===== src/rtl/bin2bcd_seq.sv =====
// Sequential binary-to-BCD converter (double-dabble, one input bit per cycle).
// Signed inputs are converted by magnitude with a separate sign flag.
module bin2bcd_seq #(
    parameter int unsigned WIDTH  = 32,
    parameter int unsigned DIGITS = 10
) (
    input  logic             clk,
    input  logic             rst,
    input  logic             start,
    input  logic [WIDTH-1:0] value,
    input  logic             is_signed,
    output logic             busy,
    output logic             done,
    output logic             sign,
    output logic [3:0]       bcd [DIGITS-1:0],
    output logic             ovf
);

    localparam int unsigned BcdW = 4 * DIGITS;
    localparam int unsigned CntW = (WIDTH > 1) ? $clog2(WIDTH) : 1;
    localparam logic [CntW-1:0] LastCnt = CntW'(WIDTH - 1);

    typedef enum logic [0:0] {
        StIdle,
        StShift
    } state_e;

    state_e            state_q, state_d;
    logic [CntW-1:0]   cnt_q, cnt_d;
    logic [WIDTH-1:0]  mag_q, mag_d;
    logic              neg_q, neg_d;
    logic [BcdW-1:0]   work_q, work_d;
    logic              carry_q, carry_d;
    logic              done_q, done_d;
    logic              sign_q, sign_d;
    logic              ovf_q, ovf_d;
    logic [BcdW-1:0]   res_q, res_d;

    logic [BcdW-1:0]   adj;
    logic [BcdW-1:0]   shifted;
    logic              carry_next;
    logic              in_neg;
    logic [WIDTH-1:0]  in_mag;

    // Magnitude of the operand; negating the most negative value wraps onto
    // 2^(WIDTH-1), which is exactly the wanted unsigned magnitude.
    always_comb begin
        in_neg = is_signed & value[WIDTH-1];
        in_mag = in_neg ? -value : value;
    end

    // Add-3 correction on every digit >= 5, then shift in the next magnitude bit.
    always_comb begin
        adj = work_q;
        for (int i = 0; i < int'(DIGITS); i++) begin
            if (work_q[4*i +: 4] >= 4'd5) begin
                adj[4*i +: 4] = work_q[4*i +: 4] + 4'd3;
            end
        end
        shifted    = {adj[BcdW-2:0], mag_q[WIDTH-1]};
        carry_next = carry_q | adj[BcdW-1];
    end

    always_comb begin
        state_d = state_q;
        cnt_d   = cnt_q;
        mag_d   = mag_q;
        neg_d   = neg_q;
        work_d  = work_q;
        carry_d = carry_q;
        done_d  = 1'b0;
        sign_d  = sign_q;
        ovf_d   = ovf_q;
        res_d   = res_q;

        unique case (state_q)
            StIdle: begin
                if (start) begin
                    mag_d   = in_mag;
                    neg_d   = in_neg;
                    work_d  = '0;
                    cnt_d   = '0;
                    carry_d = 1'b0;
                    state_d = StShift;
                end
            end
            StShift: begin
                work_d  = shifted;
                mag_d   = mag_q << 1;
                carry_d = carry_next;
                cnt_d   = cnt_q + CntW'(1);
                if (cnt_q == LastCnt) begin
                    state_d = StIdle;
                    done_d  = 1'b1;
                    ovf_d   = carry_next;
                    // A set neg flag implies a nonzero magnitude, so no negative zero.
                    sign_d  = neg_q;
                    res_d   = carry_next ? {BcdW{1'b1}} : shifted;
                end
            end
            default: state_d = StIdle;
        endcase
    end

    always_ff @(posedge clk or posedge rst) begin
        if (rst) begin
            state_q <= StIdle;
            cnt_q   <= '0;
            mag_q   <= '0;
            neg_q   <= 1'b0;
            work_q  <= '0;
            carry_q <= 1'b0;
            done_q  <= 1'b0;
            sign_q  <= 1'b0;
            ovf_q   <= 1'b0;
            res_q   <= '0;
        end else begin
            state_q <= state_d;
            cnt_q   <= cnt_d;
            mag_q   <= mag_d;
            neg_q   <= neg_d;
            work_q  <= work_d;
            carry_q <= carry_d;
            done_q  <= done_d;
            sign_q  <= sign_d;
            ovf_q   <= ovf_d;
            res_q   <= res_d;
        end
    end

    always_comb begin
        busy = (state_q == StShift);
        done = done_q;
        sign = sign_q;
        ovf  = ovf_q;
        for (int i = 0; i < int'(DIGITS); i++) begin
            bcd[i] = res_q[4*i +: 4];
        end
    end

endmodule

===== config.mk =====
export PLATFORM = sky130hd
export DESIGN_NAME = bin2bcd_seq
export DESIGN_NICKNAME = d
export VERILOG_FILES = /design/src/rtl/bin2bcd_seq.sv
export SDC_FILE = /design/constraint.sdc
export NUM_CORES = 1
export LEC_CHECK = 0
export BUFFER_PORTS_ARGS = -buffer_cell sky130_fd_sc_hd__buf_2
export CORE_MARGIN = 2
export CORE_UTILIZATION = 50
export DETAILED_ROUTE_END_ITERATION = 16
export GPL_TIMING_DRIVEN = 0
export PLACE_DENSITY = 0.76
export SLEW_MARGIN = 20
export SYNTH_ARGS = -nofsm -noshare
export SYNTH_HDL_FRONTEND = slang
export SYNTH_SLANG_ARGS = --single-unit

===== constraint.sdc =====
create_clock -name clk -period 3.9 [get_ports clk]
set_input_delay 0 -clock clk [delete_from_list [all_inputs] [get_ports clk]]
set_output_delay 0 -clock clk [all_outputs]
set_load 0.05 [all_outputs]

==> impl_results.md <==
* NumNets Final at 927
* Post-synthesis net count at a little over 800
* CP required at approximately 4.2 ns
* Die W at 121 µm
* Synth top cells by count: dfrtp_1, nor2_1, a21oi_1
* Antenna violations before repair at 0
* HP Start: value[22]
* Core Box Area at ~0.013 mm²
* R2R cell count at 7
* # port buffers at slightly below 80
* H-tree depth at 4
* Number of synthesized flops with an enable pin at 0
* Leak at around 3.7 nW
* Clk Latency, worst-skew pair at approximately 0.42 ns
* Worst Hold End: mag_q[22]
* Worst-Margin Slew at 0.951 ns
* Drt total wl at between 15 and 20 mm
* Unrepaired setup endpoints after global routing: no
* Arr. time, crit path at about 3.0 ns
* Vias per cell at approximately 5.5
* Slew margin rel. at 36.2%
* Vias in the first global route at roughly 5800
* Max Buffers Root-to-Sink at 2
* Largest cells by area after synthesis: dfrtp_1, a21oi_1, nor3b_1
* Final ANT Viol Nets at 0
* Reg area at around 0.003 mm²
* Post-synth top area share at approximately 45%
* Max Cap Violations at 0
* Slowest cell on crit path: dlygate4sd3_1
* Non-filler cells, final at between 1000 and 1500
* Total Neg Setup Slack at 0 ns
* Final Max Tran Viols at 0
* Yosys reg bits at around 120
* DRC Markers at 0
* Vias at ~5800
* Syn Inst Count at between 700 and 800
* Post-DP HPWL at 11.8 mm
* Root Driver: clkbuf_16
* First-pass DRT Iterations at 5
* FF-to-FF End: mag_q[31]
* Wire length per cell at around 17 µm
* Achievable clock frequency at approximately 370 MHz
* Final period utilization at between 70% and 80%
* Critical Path, Cell by Cell: clkbuf_1 > clkbuf_1 > clkbuf_1 > a21oi_1 > a21oi_1 > o21ai_1 > dlygate4sd3_1
* PD cells at approximately 880 mW/mm²
* Reg-to-Reg Start: busy
* DRT iter0 DRCs at about 400
* Fillers at around 1100
* Crit Path Class: flip-flop to flip-flop
* Hold slack at around 0.018 ns
* Hold Buf Count CTS at 23
* CTS Buf Count at 17
* CTS sink count at ~120
* Most used cell, CP: clkbuf_1
* Synth Warn # at 0
* Post-CTS setup buffers at 0
* CTS resizes at 0
* Final setup fails at 0
* Mapped cell area at 0.00684 mm²
* Share of cells above drive strength 1 at 15.0%
* Register area share after synthesis at 45.0%
* Status: finished, final reports clean
* First-pass GRT wire length at 29.0 mm
* VDD IR-drop max at around 450 µV
* TritonCTS clock tree: yes
* CP peak stage delay at 0.56 ns
* CP Max Fanout at 10
* Initial core utilization at slightly above 50%
* Worst-path clk slew at around 0.060 ns
* R2R setup slack at around 1.2 ns
* Post-Route Skew at 0.00983 ns
* CP startpoint kind: flip-flop
* I/O pin total at 80
* Post-synth top area cell: dfrtp_1
* Avg Inst Size Synth at between 9 and 10 µm²
* Die area at about 0.015 mm²
* Most common cell in the netlist: dfrtp_1
* Inst Count DP at around 1000
* Worst hold stages at 3
* Worst min path class: input port to flip-flop
* Synth Flop Type: dfrtp_1
* Hold Vio Cnt, Final at 0
* Post-layout min period at between 2 and 3 ns
* N_diodes at 0
* Die H at approximately 120 µm
* Placer Congestion at between 0.8 and 0.9
* GRT Residual Overflow at 0
* Num rows at between 40 and 50
* Netlist cell types at 55
* Largest net degree at the start of global routing at 70
* Area grow syn2layout at 21.5%
* Synth async-reset ratio at 100%
* Total track usage at around a quarter
* Critical path capture point type: flip-flop
* Multi-input logic area at 0.00347 mm²
## metal layers
layer | global-route usage [%] | part of all wire, % | vias to the layer above
li1 | - | - | 2839
met1 | 33.1 | 44 | 2788
met2 | 42.4 | 49 | 168
met3 | 5.22 | 5.4 | 28
met4 | 9.01 | 1.7 | 0
met5 | 0 | 0 | -
## layout make-up
class	count	area share [%]
inverter	28	1.33
clock buffer	24	6.16
multi-input combinational	551	41.8
timing repair buffer	102	7.80
tap	176	2.65
buffer	45	2.20
clock inverter	6	1.02
sequential	123	37.0
## critical path, delay by kind of cell, from the launching register on
family	cells	cell delay [ns]
buf+inv	4	1.85
compound gates	3	0.37
flops	1	0.38
## state kept, by name, summed over array words and instances, names as in the netlist
register and count:
bcd 40, busy 1, carry_q 1, cnt_q 5, done 1, mag_q 32
neg_q 1, ovf 1, sign 1, work_q 40
## how the worst max path moves through the flow
stage | start | end | slack, ns | cells past startpoint
after floorplan | rst | bcd[0] | 0.63 | 1
after global placement | rst | done | -0.85 | 2
after detailed placement | busy | work_q[0] | 1.39 | 6
after CTS | busy | mag_q[31] | 1.22 | 7
after global routing | busy | mag_q[31] | 0.97 | 7
final | busy | mag_q[31] | 1.16 | 7
## cells in the final DEF, fill, tap and decap left out, types with 4 or more instances in the layout
master | synthesis | routed
a21o_1 | 7 | 7
a21oi_1 | 76 | 76
a31oi_1 | 18 | 18
buf_1 | 7 | 7
buf_2 | 5 | 83
clkbuf_1 | 32 | 33
clkbuf_16 | 0 | 17
clkbuf_8 | 0 | 6
dfrtp_1 | 123 | 123
dlygate4sd3_1 | 0 | 23
ha_1 | 23 | 23
inv_1 | 28 | 27
mux2i_1 | 24 | 24
nand2_1 | 56 | 56
nand2b_1 | 24 | 24
nand3_1 | 13 | 13
nand4_1 | 4 | 4
nor2_1 | 88 | 88
nor3_1 | 4 | 4
nor3b_1 | 45 | 45
o21ai_0 | 48 | 48
o21ai_1 | 15 | 15
o31ai_1 | 20 | 20
or3_1 | 4 | 4
xnor2_1 | 17 | 17
xor2_1 | 26 | 26
## metrics by stage
step / power, W / utilization [%] / setup slack [ns] / cell area, µm²
after floorplan: 0.00483 / - / 0.629 / 6840
after global placement: 0.00555 / 56.0 / -0.849 / 7450
after detailed placement: 0.00566 / 56.3 / 1.39 / 7480
after CTS: 0.00730 / 62.5 / 1.22 / 8310
after global routing: 0.00778 / 62.5 / 0.965 / 8310
final: 0.00730 / 62.5 / 1.16 / 8310
## cell families after synthesis
logic type / Yosys count / share of synthesized area, %
AO/OA/AOI/OAI: 200 / 17.1
XOR/XNOR: 43 / 5.51
adder cells (fa/ha/maj): 23 / 4.21
buffers and inverters: 73 / 4.21
flip-flops: 123 / 45.0
multiplexers: 26 / 3.84
AND/OR/NAND/NOR: 259 / 20.1
## power breakdown
part	switching, W	internal (W)	total [W]
logic	0.00225	0.00116	0.00341
registers	0.000436	0.00186	0.00230
clock network	0.000556	0.00103	0.00159
No activity file was read; power rests on OpenSTA's default activity.
